$ cat src/rtl/block_transfer_sequencer.sv
// Load/store-multiple sequencer: walks a register list and moves one
// word per register between the register file and data memory.
module block_transfer_sequencer #(
  parameter int N = 4,
  parameter int M = 32
) (
  input  logic         clk,
  input  logic         reset,
  input  logic         start,
  input  logic         load,
  input  logic         wb,
  input  logic [N-1:0] base_reg,
  input  logic [M-1:0] base_addr,
  input  logic [15:0]  reg_list,
  output logic [N-1:0] rf_a1,
  input  logic [M-1:0] rf_rd1,
  output logic         rf_we3,
  output logic [N-1:0] rf_a3,
  output logic [M-1:0] rf_wd3,
  output logic         pc_we,
  output logic [M-1:0] pc_wd,
  output logic         mem_req,
  output logic         mem_we,
  output logic [M-1:0] mem_addr,
  output logic [M-1:0] mem_wdata,
  input  logic         mem_ack,
  input  logic [M-1:0] mem_rdata,
  output logic         busy,
  output logic         done
);

  typedef enum logic [2:0] {
    IDLE, ISSUE, LWRITE, WBASE, DONE
  } state_t;

  state_t state, nstate;

  logic         ld, wbl;
  logic [N-1:0] breg, cur, lcur;
  logic [15:0]  rem, orig, rem_clr;
  logic [M-1:0] addr, base, data;
  logic [4:0]   cnt;
  logic         skip_wb;

  always_comb begin
    cur = '0;
    for (int i = 15; i >= 0; i--)
      if (rem[i]) cur = N'(i);
  end

  assign rem_clr = rem & ~(16'd1 << cur);

  // a loaded base register keeps the loaded value
  assign skip_wb = !wbl || (breg == N'(15)) ||
                   (ld && orig[breg]);

  always_ff @(posedge clk or posedge reset) begin
    if (reset) state <= IDLE;
    else       state <= nstate;
  end

  always_comb begin
    nstate = state;
    unique case (state)
      IDLE:
        if (start)
          nstate = (reg_list == '0) ? DONE : ISSUE;
      ISSUE:
        if (mem_ack) begin
          if (ld)
            nstate = LWRITE;
          else if (rem_clr != '0)
            nstate = ISSUE;
          else
            nstate = skip_wb ? DONE : WBASE;
        end
      LWRITE:
        if (rem != '0)
          nstate = ISSUE;
        else
          nstate = skip_wb ? DONE : WBASE;
      WBASE:   nstate = DONE;
      DONE:    nstate = IDLE;
      default: nstate = IDLE;
    endcase
  end

  always_ff @(posedge clk or posedge reset) begin
    if (reset) begin
      ld   <= 1'b0;
      wbl  <= 1'b0;
      breg <= '0;
      rem  <= '0;
      orig <= '0;
      addr <= '0;
      base <= '0;
      cnt  <= '0;
      data <= '0;
      lcur <= '0;
    end else begin
      if (state == IDLE && start) begin
        ld   <= load;
        wbl  <= wb;
        breg <= base_reg;
        rem  <= reg_list;
        orig <= reg_list;
        addr <= base_addr;
        base <= base_addr;
        cnt  <= 5'($countones(reg_list));
      end
      if (state == ISSUE && mem_ack) begin
        rem  <= rem_clr;
        addr <= addr + M'(4);
        data <= mem_rdata;
        lcur <= cur;
      end
    end
  end

  always_comb begin
    rf_a1     = '0;
    rf_we3    = 1'b0;
    rf_a3     = '0;
    rf_wd3    = '0;
    pc_we     = 1'b0;
    pc_wd     = '0;
    mem_req   = 1'b0;
    mem_we    = 1'b0;
    mem_addr  = '0;
    mem_wdata = '0;
    busy      = (state != IDLE);
    done      = 1'b0;
    unique case (state)
      ISSUE: begin
        rf_a1     = cur;
        mem_req   = 1'b1;
        mem_we    = ~ld;
        mem_addr  = addr;
        mem_wdata = rf_rd1;
      end
      LWRITE: begin
        if (lcur == N'(15)) begin
          pc_we = 1'b1;
          pc_wd = data & ~M'(3);
        end else begin
          rf_we3 = 1'b1;
          rf_a3  = lcur;
          rf_wd3 = data;
        end
      end
      WBASE: begin
        rf_we3 = 1'b1;
        rf_a3  = breg;
        rf_wd3 = base + M'({cnt, 2'b00});
      end
      DONE:    done = 1'b1;
      default: ;
    endcase
  end

endmodule

$ cat config.mk
export PLATFORM = sky130hd
export DESIGN_NAME = block_transfer_sequencer
export DESIGN_NICKNAME = d
export VERILOG_FILES = /design/src/rtl/block_transfer_sequencer.sv
export SDC_FILE = /design/constraint.sdc
export NUM_CORES = 1
export LEC_CHECK = 0
export ABC_CLOCK_PERIOD_IN_PS = 6100
export BUFFER_PORTS_ARGS = -buffer_cell sky130_fd_sc_hd__buf_4
export CORE_MARGIN = 2
export CORE_UTILIZATION = 23
export DETAILED_ROUTE_END_ITERATION = 8
export PLACE_DENSITY = 0.46
export SLEW_MARGIN = 20
export SYNTH_ARGS = -nofsm -noshare
export SYNTH_HDL_FRONTEND = slang
export SYNTH_SLANG_ARGS = --single-unit
export TNS_END_PERCENT = 1
$ cat constraint.sdc
create_clock -name clk -period 6.1 [get_ports clk]
set_clock_uncertainty 0.2 [all_clocks]
set_input_delay 0.915 -clock clk [delete_from_list [all_inputs] [get_ports clk]]
set_output_delay 0.915 -clock clk [all_outputs]
set_load 0.1 [all_outputs]
==> results.yml <==
detailed_routing:
  first_iter_violations: 485
  avgViaCountPerCell: 4.60
  vias: 8452
  avgRoutedWirePerCell_um: 18.4
  route.detailed.drc: 0
  drt_wl_total_um: 33700
  dr.pass1.iters: 5
  antenna_left: 0
cells_and_area:
  layout-drive-gt1-share_pct: 24.8
  diodes: 0
  mostFrequentLayoutCell: "nand2_1"
  area_delta_synth_final_pct: 34.1
  fin_nets: 1458
  mostFrequentLayoutCells: "nand2_1, buf_4, dfrtp_1"
timing:
  setup_viol: 0
  rsz0062_at_grt: "no"
  min_period_ns: 4.33
  maxSlewViolCount: 0
  max-slew-margin-rel_pct: 31.5
  post-route-period-util_pct: 70.9
  hold_violations: 0
  tightest_slew_ns: 1.03
  fmax_mhz: 231
  finalSetupTns_ns: 0
synth:
  seq_area_frac_synth_pct: 41.5
  synth_top_area_share_pct: 41.5
  synth_ff_type: "dfrtp_1"
  ys_ff_latch: 146
  synth_largest_area_cell: "dfrtp_1"
  avgSynthCellArea_sq_um: 8.12
  synth_area_leaders: "dfrtp_1, nand2_1, and3_1"
  synth_cell_type_count: 73
  synth-edff-count: 0
  syn_inst: 1085
  synthesis.area_sq_um: 8810
  ys_warn_count: 0
  async_reset_ff_share_pct: 100
critical_path:
  cp_common_cell: "a21oi_1"
  critical_path.max_fanout: 5
  path_class: "reg2out"
  start_kind: "flip-flop"
  slowest_stage: "a21oi_1"
  cp.required_ns: 4.98
  cp_top_family: "compound AO/OA/AOI/OAI gates"
  cp-end-kind: "primary output"
  cp_cell_sequence: "ha_1 > a21o_1 > a21oi_1 > o21bai_1 > a21oi_1 > nor2b_1 > and3_1 > xnor2_1 > o21ai_0 > buf_4"
  arrival_ns: 3.21
  slowest_delay_ns: 0.49
  crit_buf_inv: 1
clock_tree:
  ctsResizeCount: 0
  clk_path_buf_depth: 2
  worstSkewPairLatency_ns: 0.43
  holdBufCountCts: 0
  clk_pin_slew_ns: 0.06
  cts_root_buf: "clkbuf_16"
  cts_tree: "yes"
  htree_levels: 4
  cts_made_buffers: 17
  cts.sink_count: 146
  post-cts-setup-buffers: 0
global_route:
  grt.total_usage_pct: 16.8
  grt-ovfl-total: 0
  grt_max_degree: 81
  antenna_found_initial: 0
  grt_pass1_vias: 8383
  grt_pass1_wl_um: 50400
hold_path:
  hp-class: "reg2reg"
placement:
  routabilityCongestion: 0.865
  numPortBuffers: 261
  place_hpwl_um: 25400
floorplan:
  start_util_pct: 23.4
  row_count: 71
  die_area_sq_um: 39900
  die_width_um: 200
  io_pins: 264
  die_h_um: 200
  fp.coreArea_sq_um: 37700
run_status:
  status: "finished, final reports clean"
flow_run:
  max_cap_viol_count: 0
area by class of cell:
cell class                      instances  area (sq um)
Clock inverter                         10           105
Fill cell                            4143         25900
Sequential cell                       146          3650
Tap cell                              511           639
Multi-Input combinational cell        840          4780
Inverter                               36           140
Clock buffer                           21           450
Timing Repair Buffer                  272          2050
layer usage:
metal  vias to the layer above  routed length [um]  GRT usage (%)
met2                       216               15700           26.8
li1                       4147                   -              -
met5                         -                   0              0
met4                         0                 461           4.39
met1                      4063               15800           23.0
met3                        26                1770           3.49
worst paths after layout:
kind                               start          to  slack, ns  depth (start not counted)
worst max-delay path             base[3]  rf_wd3[17]       1.77                         10
worst min-delay path            orig[13]    orig[13]       0.28                          2
worst max register to register  state[0]     addr[7]       2.13                          6
worst min register to register  orig[13]    orig[13]       0.28                          2
max in group asynchronous          reset    state[0]       4.18                          3
min in group asynchronous          reset    orig[15]       0.43                          2
synthesized netlist by cell type (all sizes together), types with 7 or more instances:
| master | count |
|---|---|
| fa | 11 |
| nand2 | 352 |
| ha | 12 |
| nor3 | 10 |
| o311ai | 10 |
| o211ai | 12 |
| xor2 | 24 |
| nor4 | 8 |
| nand4 | 15 |
| nor2 | 36 |
| and3 | 69 |
| o21ai | 82 |
| buf | 13 |
| and4 | 7 |
| clkbuf | 51 |
| dfrtp | 146 |
| and2 | 40 |
| a21oi | 32 |
| a22o | 10 |
| nand3 | 24 |
| inv | 36 |
metrics by stage:
step / setup slack (ns) / util [%] / cells / hold WS, ns / cell area [sq um]
floorplan: 0.900 / - / 1086 / 0.238 / 8810
global placement: 1.78 / 29.8 / 1804 / 0.256 / 11200
detailed placement: 1.72 / 29.8 / 1804 / 0.261 / 11200
CTS: 1.44 / 31.3 / 1835 / 0.278 / 11800
global route: 1.55 / 31.4 / 1836 / 0.307 / 11800
finish: 1.77 / 31.4 / 1836 / 0.276 / 11800
worst register-to-register path, stage by stage, from the launching register on:
cell,delay [ns]
dfrtp_2,1.04
nand2_1,0.67
nor3_4,0.83
nor2_1,0.43
buf_4,0.31
o21ai_0,0.16
o311ai_0,0.16
kinds of logic after synthesis:
logic type	count (synthesis)	share of synthesized area (%)
mux	6	1.26
buf+inv	100	4.52
simple gates	589	31.9
other cells	1	0.0426
xor+xnor	30	2.98
fa+ha+maj	23	4.21
flops	146	41.5
compound gates	190	13.6
Power is left out: the tool's default activity adds up to more than one toggle a clock period on the data nets, which glitch-free logic cannot reach.
